===== src/rtl/axi_lite_reg_responder.sv =====
// AXI4-Lite slave with six read/write registers, an OKAY-write counter and an ID register.
// Independent write (AW/W/B) and read (AR/R) state machines; all handshake outputs are registered.
module axi_lite_reg_responder #(
   parameter int          C_S_AXI_DATA_WIDTH = 32,
   parameter int          C_S_AXI_ADDR_WIDTH = 6,
   parameter logic [31:0] C_ID_VALUE         = 32'h1D5E_0001
) (
   input  logic                              S00_AXI_ACLK,
   input  logic                              S00_AXI_ARESETN,
   input  logic [C_S_AXI_ADDR_WIDTH-1:0]     S00_AXI_AWADDR,
   input  logic [2:0]                        S00_AXI_AWPROT,
   input  logic                              S00_AXI_AWVALID,
   output logic                              S00_AXI_AWREADY,
   input  logic [C_S_AXI_DATA_WIDTH-1:0]     S00_AXI_WDATA,
   input  logic [C_S_AXI_DATA_WIDTH/8-1:0]   S00_AXI_WSTRB,
   input  logic                              S00_AXI_WVALID,
   output logic                              S00_AXI_WREADY,
   output logic [1:0]                        S00_AXI_BRESP,
   output logic                              S00_AXI_BVALID,
   input  logic                              S00_AXI_BREADY,
   input  logic [C_S_AXI_ADDR_WIDTH-1:0]     S00_AXI_ARADDR,
   input  logic [2:0]                        S00_AXI_ARPROT,
   input  logic                              S00_AXI_ARVALID,
   output logic                              S00_AXI_ARREADY,
   output logic [C_S_AXI_DATA_WIDTH-1:0]     S00_AXI_RDATA,
   output logic [1:0]                        S00_AXI_RRESP,
   output logic                              S00_AXI_RVALID,
   input  logic                              S00_AXI_RREADY,
   output logic [C_S_AXI_DATA_WIDTH-1:0]     REG0_OUT
);

   typedef enum logic [1:0] {W_IDLE, W_HAVE_ADDR, W_HAVE_DATA, W_RESP} wstate_t;
   typedef enum logic       {R_IDLE, R_DATA} rstate_t;

   localparam logic [1:0] RESP_OKAY   = 2'b00;
   localparam logic [1:0] RESP_SLVERR = 2'b10;

   function automatic logic [31:0] byte_merge(input logic [31:0] old_v,
                                              input logic [31:0] new_v,
                                              input logic [3:0]  strb);
      logic [31:0] res;
      res = old_v;
      for (int b = 0; b < 4; b++) begin
         if (strb[b]) begin
            res[8*b +: 8] = new_v[8*b +: 8];
         end else begin
            res[8*b +: 8] = old_v[8*b +: 8];
         end
      end
      return res;
   endfunction

   wstate_t     r_wstate, w_wstate_nxt;
   rstate_t     r_rstate, w_rstate_nxt;
   logic [31:0] r_regs [0:5];
   logic [31:0] r_wcnt;
   logic [3:0]  r_awidx;
   logic [31:0] r_wdata;
   logic [3:0]  r_wstrb;
   logic        r_awready, r_wready, r_bvalid, r_arready, r_rvalid;
   logic [1:0]  r_bresp, r_rresp;
   logic [31:0] r_rdata;

   logic        w_aw_hs, w_w_hs, w_ar_hs, w_commit, w_cmt_ok;
   logic [3:0]  w_cmt_idx, w_cmt_strb;
   logic [31:0] w_cmt_data, w_rd_data;
   logic [1:0]  w_rd_resp;
   logic        w_unused;

   assign w_unused = ^{S00_AXI_AWPROT, S00_AXI_ARPROT, S00_AXI_AWADDR[1:0], S00_AXI_ARADDR[1:0]};

   assign w_aw_hs = S00_AXI_AWVALID & r_awready;
   assign w_w_hs  = S00_AXI_WVALID  & r_wready;
   assign w_ar_hs = S00_AXI_ARVALID & r_arready;

   // Write FSM next state; commit fires on the edge completing the later of AW/W.
   always_comb begin
      w_wstate_nxt = r_wstate;
      w_commit     = 1'b0;
      case (r_wstate)
         W_IDLE: begin
            if (w_aw_hs && w_w_hs) begin
               w_wstate_nxt = W_RESP;
               w_commit     = 1'b1;
            end else if (w_aw_hs) begin
               w_wstate_nxt = W_HAVE_ADDR;
            end else if (w_w_hs) begin
               w_wstate_nxt = W_HAVE_DATA;
            end else begin
               w_wstate_nxt = W_IDLE;
            end
         end
         W_HAVE_ADDR: begin
            if (w_w_hs) begin
               w_wstate_nxt = W_RESP;
               w_commit     = 1'b1;
            end else begin
               w_wstate_nxt = W_HAVE_ADDR;
            end
         end
         W_HAVE_DATA: begin
            if (w_aw_hs) begin
               w_wstate_nxt = W_RESP;
               w_commit     = 1'b1;
            end else begin
               w_wstate_nxt = W_HAVE_DATA;
            end
         end
         W_RESP: begin
            if (S00_AXI_BREADY) begin
               w_wstate_nxt = W_IDLE;
            end else begin
               w_wstate_nxt = W_RESP;
            end
         end
         default: w_wstate_nxt = W_IDLE;
      endcase
   end

   // Commit operands come from the captured copy when that half arrived earlier.
   always_comb begin
      w_cmt_idx  = S00_AXI_AWADDR[5:2];
      w_cmt_data = S00_AXI_WDATA;
      w_cmt_strb = S00_AXI_WSTRB;
      if (r_wstate == W_HAVE_ADDR) begin
         w_cmt_idx = r_awidx;
      end else begin
         w_cmt_idx = S00_AXI_AWADDR[5:2];
      end
      if (r_wstate == W_HAVE_DATA) begin
         w_cmt_data = r_wdata;
         w_cmt_strb = r_wstrb;
      end else begin
         w_cmt_data = S00_AXI_WDATA;
         w_cmt_strb = S00_AXI_WSTRB;
      end
      w_cmt_ok = (w_cmt_idx < 4'd6);
   end

   always_ff @(posedge S00_AXI_ACLK or negedge S00_AXI_ARESETN) begin
      if (!S00_AXI_ARESETN) begin
         r_wstate  <= W_IDLE;
         r_awidx   <= 4'd0;
         r_wdata   <= 32'd0;
         r_wstrb   <= 4'd0;
         r_awready <= 1'b0;
         r_wready  <= 1'b0;
         r_bvalid  <= 1'b0;
         r_bresp   <= RESP_OKAY;
         r_wcnt    <= 32'd0;
         for (int i = 0; i < 6; i++) begin
            r_regs[i] <= 32'd0;
         end
      end else begin
         r_wstate  <= w_wstate_nxt;
         r_awready <= (w_wstate_nxt == W_IDLE) || (w_wstate_nxt == W_HAVE_DATA);
         r_wready  <= (w_wstate_nxt == W_IDLE) || (w_wstate_nxt == W_HAVE_ADDR);
         r_bvalid  <= (w_wstate_nxt == W_RESP);
         if (w_aw_hs) begin
            r_awidx <= S00_AXI_AWADDR[5:2];
         end
         if (w_w_hs) begin
            r_wdata <= S00_AXI_WDATA;
            r_wstrb <= S00_AXI_WSTRB;
         end
         if (w_commit) begin
            r_bresp <= w_cmt_ok ? RESP_OKAY : RESP_SLVERR;
         end
         if (w_commit && w_cmt_ok) begin
            r_wcnt <= r_wcnt + 32'd1;
         end
         for (int i = 0; i < 6; i++) begin
            if (w_commit && (w_cmt_idx == 4'(i))) begin
               r_regs[i] <= byte_merge(r_regs[i], w_cmt_data, w_cmt_strb);
            end
         end
      end
   end

   // Read decode uses register values before any same-edge write commit.
   always_comb begin
      w_rd_data = 32'd0;
      w_rd_resp = RESP_OKAY;
      case (S00_AXI_ARADDR[5:2])
         4'd0:    w_rd_data = r_regs[0];
         4'd1:    w_rd_data = r_regs[1];
         4'd2:    w_rd_data = r_regs[2];
         4'd3:    w_rd_data = r_regs[3];
         4'd4:    w_rd_data = r_regs[4];
         4'd5:    w_rd_data = r_regs[5];
         4'd6:    w_rd_data = r_wcnt;
         4'd7:    w_rd_data = C_ID_VALUE;
         default: begin
            w_rd_data = 32'd0;
            w_rd_resp = RESP_SLVERR;
         end
      endcase
   end

   always_comb begin
      w_rstate_nxt = r_rstate;
      case (r_rstate)
         R_IDLE: begin
            if (w_ar_hs) begin
               w_rstate_nxt = R_DATA;
            end else begin
               w_rstate_nxt = R_IDLE;
            end
         end
         R_DATA: begin
            if (S00_AXI_RREADY) begin
               w_rstate_nxt = R_IDLE;
            end else begin
               w_rstate_nxt = R_DATA;
            end
         end
         default: w_rstate_nxt = R_IDLE;
      endcase
   end

   always_ff @(posedge S00_AXI_ACLK or negedge S00_AXI_ARESETN) begin
      if (!S00_AXI_ARESETN) begin
         r_rstate  <= R_IDLE;
         r_arready <= 1'b0;
         r_rvalid  <= 1'b0;
         r_rdata   <= 32'd0;
         r_rresp   <= RESP_OKAY;
      end else begin
         r_rstate  <= w_rstate_nxt;
         r_arready <= (w_rstate_nxt == R_IDLE);
         r_rvalid  <= (w_rstate_nxt == R_DATA);
         if (w_ar_hs) begin
            r_rdata <= w_rd_data;
            r_rresp <= w_rd_resp;
         end
      end
   end

   assign S00_AXI_AWREADY = r_awready;
   assign S00_AXI_WREADY  = r_wready;
   assign S00_AXI_BVALID  = r_bvalid;
   assign S00_AXI_BRESP   = r_bresp;
   assign S00_AXI_ARREADY = r_arready;
   assign S00_AXI_RVALID  = r_rvalid;
   assign S00_AXI_RDATA   = r_rdata;
   assign S00_AXI_RRESP   = r_rresp;
   assign REG0_OUT        = r_regs[0];

endmodule

===== config.mk =====
export PLATFORM = sky130hd
export DESIGN_NAME = axi_lite_reg_responder
export DESIGN_NICKNAME = d
export VERILOG_FILES = /design/src/rtl/axi_lite_reg_responder.sv
export SDC_FILE = /design/constraint.sdc
export NUM_CORES = 1
export LEC_CHECK = 0
export ABC_AREA = 0
export CORE_MARGIN = 2
export CORE_UTILIZATION = 45
export DETAILED_ROUTE_END_ITERATION = 12
export PLACE_DENSITY = 0.72
export SLEW_MARGIN = 30
export SYNTH_ARGS = -nofsm -noshare
export SYNTH_HDL_FRONTEND = slang
export SYNTH_SLANG_ARGS = --single-unit
export TNS_END_PERCENT = 1

===== constraint.sdc =====
create_clock -name S00_AXI_ACLK -period 2.8 [get_ports S00_AXI_ACLK]
set_input_delay 0.42 -clock S00_AXI_ACLK [delete_from_list [all_inputs] [get_ports S00_AXI_ACLK]]
set_output_delay 0.42 -clock S00_AXI_ACLK [all_outputs]
set_load 0.01 [all_outputs]

==> summary.txt <==
Yosys
  • Number of synthesized register bits: 305
  • Seq/Total Area, Yosys: 53.4%
  • Mean Syn Cell Area: 13.0 um^2
  • Primary FF master, synth: dfrtp_1
  • Post-synth ARST share: 100%
  • Number of synthesis warnings: 0
  • Synth unique cells: 61
  • Post-synth top area share: 53.4%
  • Cells after Synth: 1,100
  • Yosys top cell by area: dfrtp_1
  • Mapped cell area: 0.0143 mm^2
  • Synth area leaders: dfrtp_1, mux2_2, a22o_1
  • Post-synth EDFFs: 0

Floorplan
  • Vert. Die Dim: 182 um
  • Die width: 182 um
  • Core area: 0.0314 mm^2
  • IO Count: 134
  • Row count: 65
  • Starting Density: 45.5%
  • Die area: 0.0332 mm^2

Timing
  • Post-route minimum period: 2.37 ns
  • Worst-Margin Slew: 0.779 ns
  • Setup TNS: 0 ns
  • Layout Skew: 0.00854 ns
  • Slew Viols, Final: 0
  • Final hold viol count: 0
  • Fin crit share: 84.5%
  • Final setup fails: 0
  • Fmax: 0.423 GHz
  • RSZ-0062 raised after global routing: false
  • Slew HR: 48.0%

Place
  • Port Buffer Count: 121
  • HPWL reported at the end of detailed placement: 26.2 mm
  • RePlAce Congestion: 0.869

Power and ir drop
  • Worst vdd ir: 0.673 mV
  • Leakage power: 7.66 nW
  • Power per Cell Area: 926 mW/mm^2

Run
  • Max-cap viol count: 0

Global routing
  • Vias in the first global route: 10.0k
  • Initial antenna violation count: 0
  • GRT Total Usage: 22.8%
  • First-pass GRT wire length: 58.5 mm
  • Gr ovfl total: 0
  • Largest net degree at the start of global routing: 90

Final layout
  • Post-Route Utilization: 55.1%
  • Most frequent cells in the layout: dfrtp_1, mux2_2, clkdlybuf4s50_1, buf_4, nand2_1
  • Post-layout nets: 1,318
  • Most common cell after layout, fill and taps aside: dfrtp_1
  • Fillers: 2,557
  • Layout cells sized above 1: 36.7%
  • Area growth from synthesis to layout: 21.0%
  • Ant diodes: 0

Clock tree
  • Clk slew on worst S/H paths: 0.06 ns
  • Clock buffer depth: 3
  • Sink Count: 305
  • CTS tree: done
  • H-tree depth: 1
  • Root Buffer: clkbuf_16
  • Cts bufs inserted: 31
  • Clk_lat worst skew: 0.55 ns
  • Post-CTS sizing: 0

Run status
  • Status: completed

Setup path
  • Arr. time, crit path: 2.80 ns
  • Worst path cell trace: nand2b_1 > mux2i_1 > or3b_4 > nor2_4 > mux2_2
  • CP endpoint kind: register
  • Worst r2r path cells: 5
  • WP data required: 3.24 ns
  • Critical path depth in cells: 5
  • CP Max Fanout: 8
  • CP Class: reg -> reg
  • Setup crit start: r_wstate[1]$_DFF_PN0_
  • Worst r2r src: r_wstate[1]$_DFF_PN0_
  • Buf+Inv Stages, Crit Path: 0
  • Top Family by Delay on Critical Path: simple AND/OR/NAND/NOR gates
  • Crit start category: register
  • Slowest cell on crit path: or3b_4
  • Slowest stage delay, CP: 0.53 ns

Worst hold path
  • Hold/Removal Path Class: reg -> reg
  • Hold path startpoint: S00_AXI_RDATA[25]$_DFFE_PN0P_
  • Worst hold stages: 2

Detailed routing
  • Via-to-Cell Ratio: 5.88
  • Number of DRC markers in iteration 0: 673
  • Total Routed Length: 37.8 mm
  • Final ANT Viol Nets: 0
  • Post-route DRC: 0
  • Via count: 9,853
  • DR WL/cell: 22.6 um
  • First drt pass iteration count: 5
## power by group
part	internal, W	switching, W
logic	0.00276	0.00220
clock network	0.00239	0.00164
registers	0.00604	0.000987
## kinds of logic after synthesis
| kind of cell | share of synthesized area, % |
|---|---|
| multiplexers | 25.3 |
| flip-flops | 53.4 |
| AND/OR/NAND/NOR | 7.19 |
| AO/OA/AOI/OAI | 8.66 |
| buffers and inverters | 3.43 |
| XOR/XNOR | 1.90 |
| adder cells (fa/ha/maj) | 0.0876 |
| other | 0.0263 |
## area by class of cell
| class | count | area, um^2 | area share [%] |
|---|---|---|---|
| Timing Repair Buffer | 205 | 1960 | 11.4 |
| Multi-Input combinational cell | 704 | 6180 | 35.7 |
| Clock buffer | 42 | 857 | 4.96 |
| Clock inverter | 9 | 120 | 0.695 |
| Sequential cell | 305 | 7630 | 44.1 |
| Inverter | 9 | 33.8 | 0.195 |
| Tap cell | 402 | 503 | 2.91 |
## cell usage after synthesis, drive strengths merged, types with 8 or more instances
cell    instances
dfrtp         305
mux2          294
nor2           54
buf            47
nand2          46
a22o           36
a22oi          36
clkbuf         36
a21oi          27
mux2i          25
o21ai          25
xnor2          22
o221ai         14
nand3          11
nand4          11
nor2b          10
and3            9
xor2            9
and2            8
inv             8
or2             8
## worst register-to-register path: cells and delay by family (launching register included)
family / cells / cell delay (ns)
flops: 1 / 0.37
mux: 2 / 0.70
simple gates: 3 / 1.18
## sequential cells by signal, indices dropped and copies added (netlist names)
register	count
r_wcnt	32
S00_AXI_AWREADY	1
S00_AXI_ARREADY	1
REG0_OUT	32
r_wstate	2
S00_AXI_BRESP	1
r_wdata	32
S00_AXI_RVALID	1
r_awidx	4
S00_AXI_RRESP	1
S00_AXI_BVALID	1
S00_AXI_RDATA	32
r_wstrb	4
r_regs	160
S00_AXI_WREADY	1
## stage by stage
step	setup WS, ns	total power, W	std cells	cell area (um^2)	hold slack [ns]
6_report	0.433	0.0160	1676	17300	0.472
5_1_grt	0.381	0.0168	1676	17300	0.493
4_1_cts	0.450	0.0161	1676	17300	0.480
3_5_place_dp	0.172	0.0120	1624	16300	0.465
3_3_place_gp	0.189	0.0118	1624	16300	0.466
2_1_floorplan	0.659	0.0103	1101	14300	0.124
## routing by layer
layer	routed length [um]	vias to the layer above	GRT usage [%]
met5	0	-	0
met3	2480	80	3.93
met2	17900	351	37.3
li1	-	4327	-
met1	16300	5095	31.2
met4	1160	0	7.55
## final timing paths
check                           slack [ns]                             to
worst max-delay path                  0.43         r_regs[93]$_DFFE_PN0P_
worst min-delay path                  0.47  S00_AXI_RDATA[25]$_DFFE_PN0P_
worst max register to register        0.43         r_regs[93]$_DFFE_PN0P_
worst min register to register        0.47  S00_AXI_RDATA[25]$_DFFE_PN0P_
max in group asynchronous             1.52       REG0_OUT[13]$_DFFE_PN0P_
min in group asynchronous             0.49          r_wcnt[5]$_DFFE_PN0P_
## what timing repair did
item                      in CTS  in global routing
buffers inserted               0                  0
hold buffers                   1                  0
hold endpoints to repair      81                  0
(Power assumes the default switching activity.)
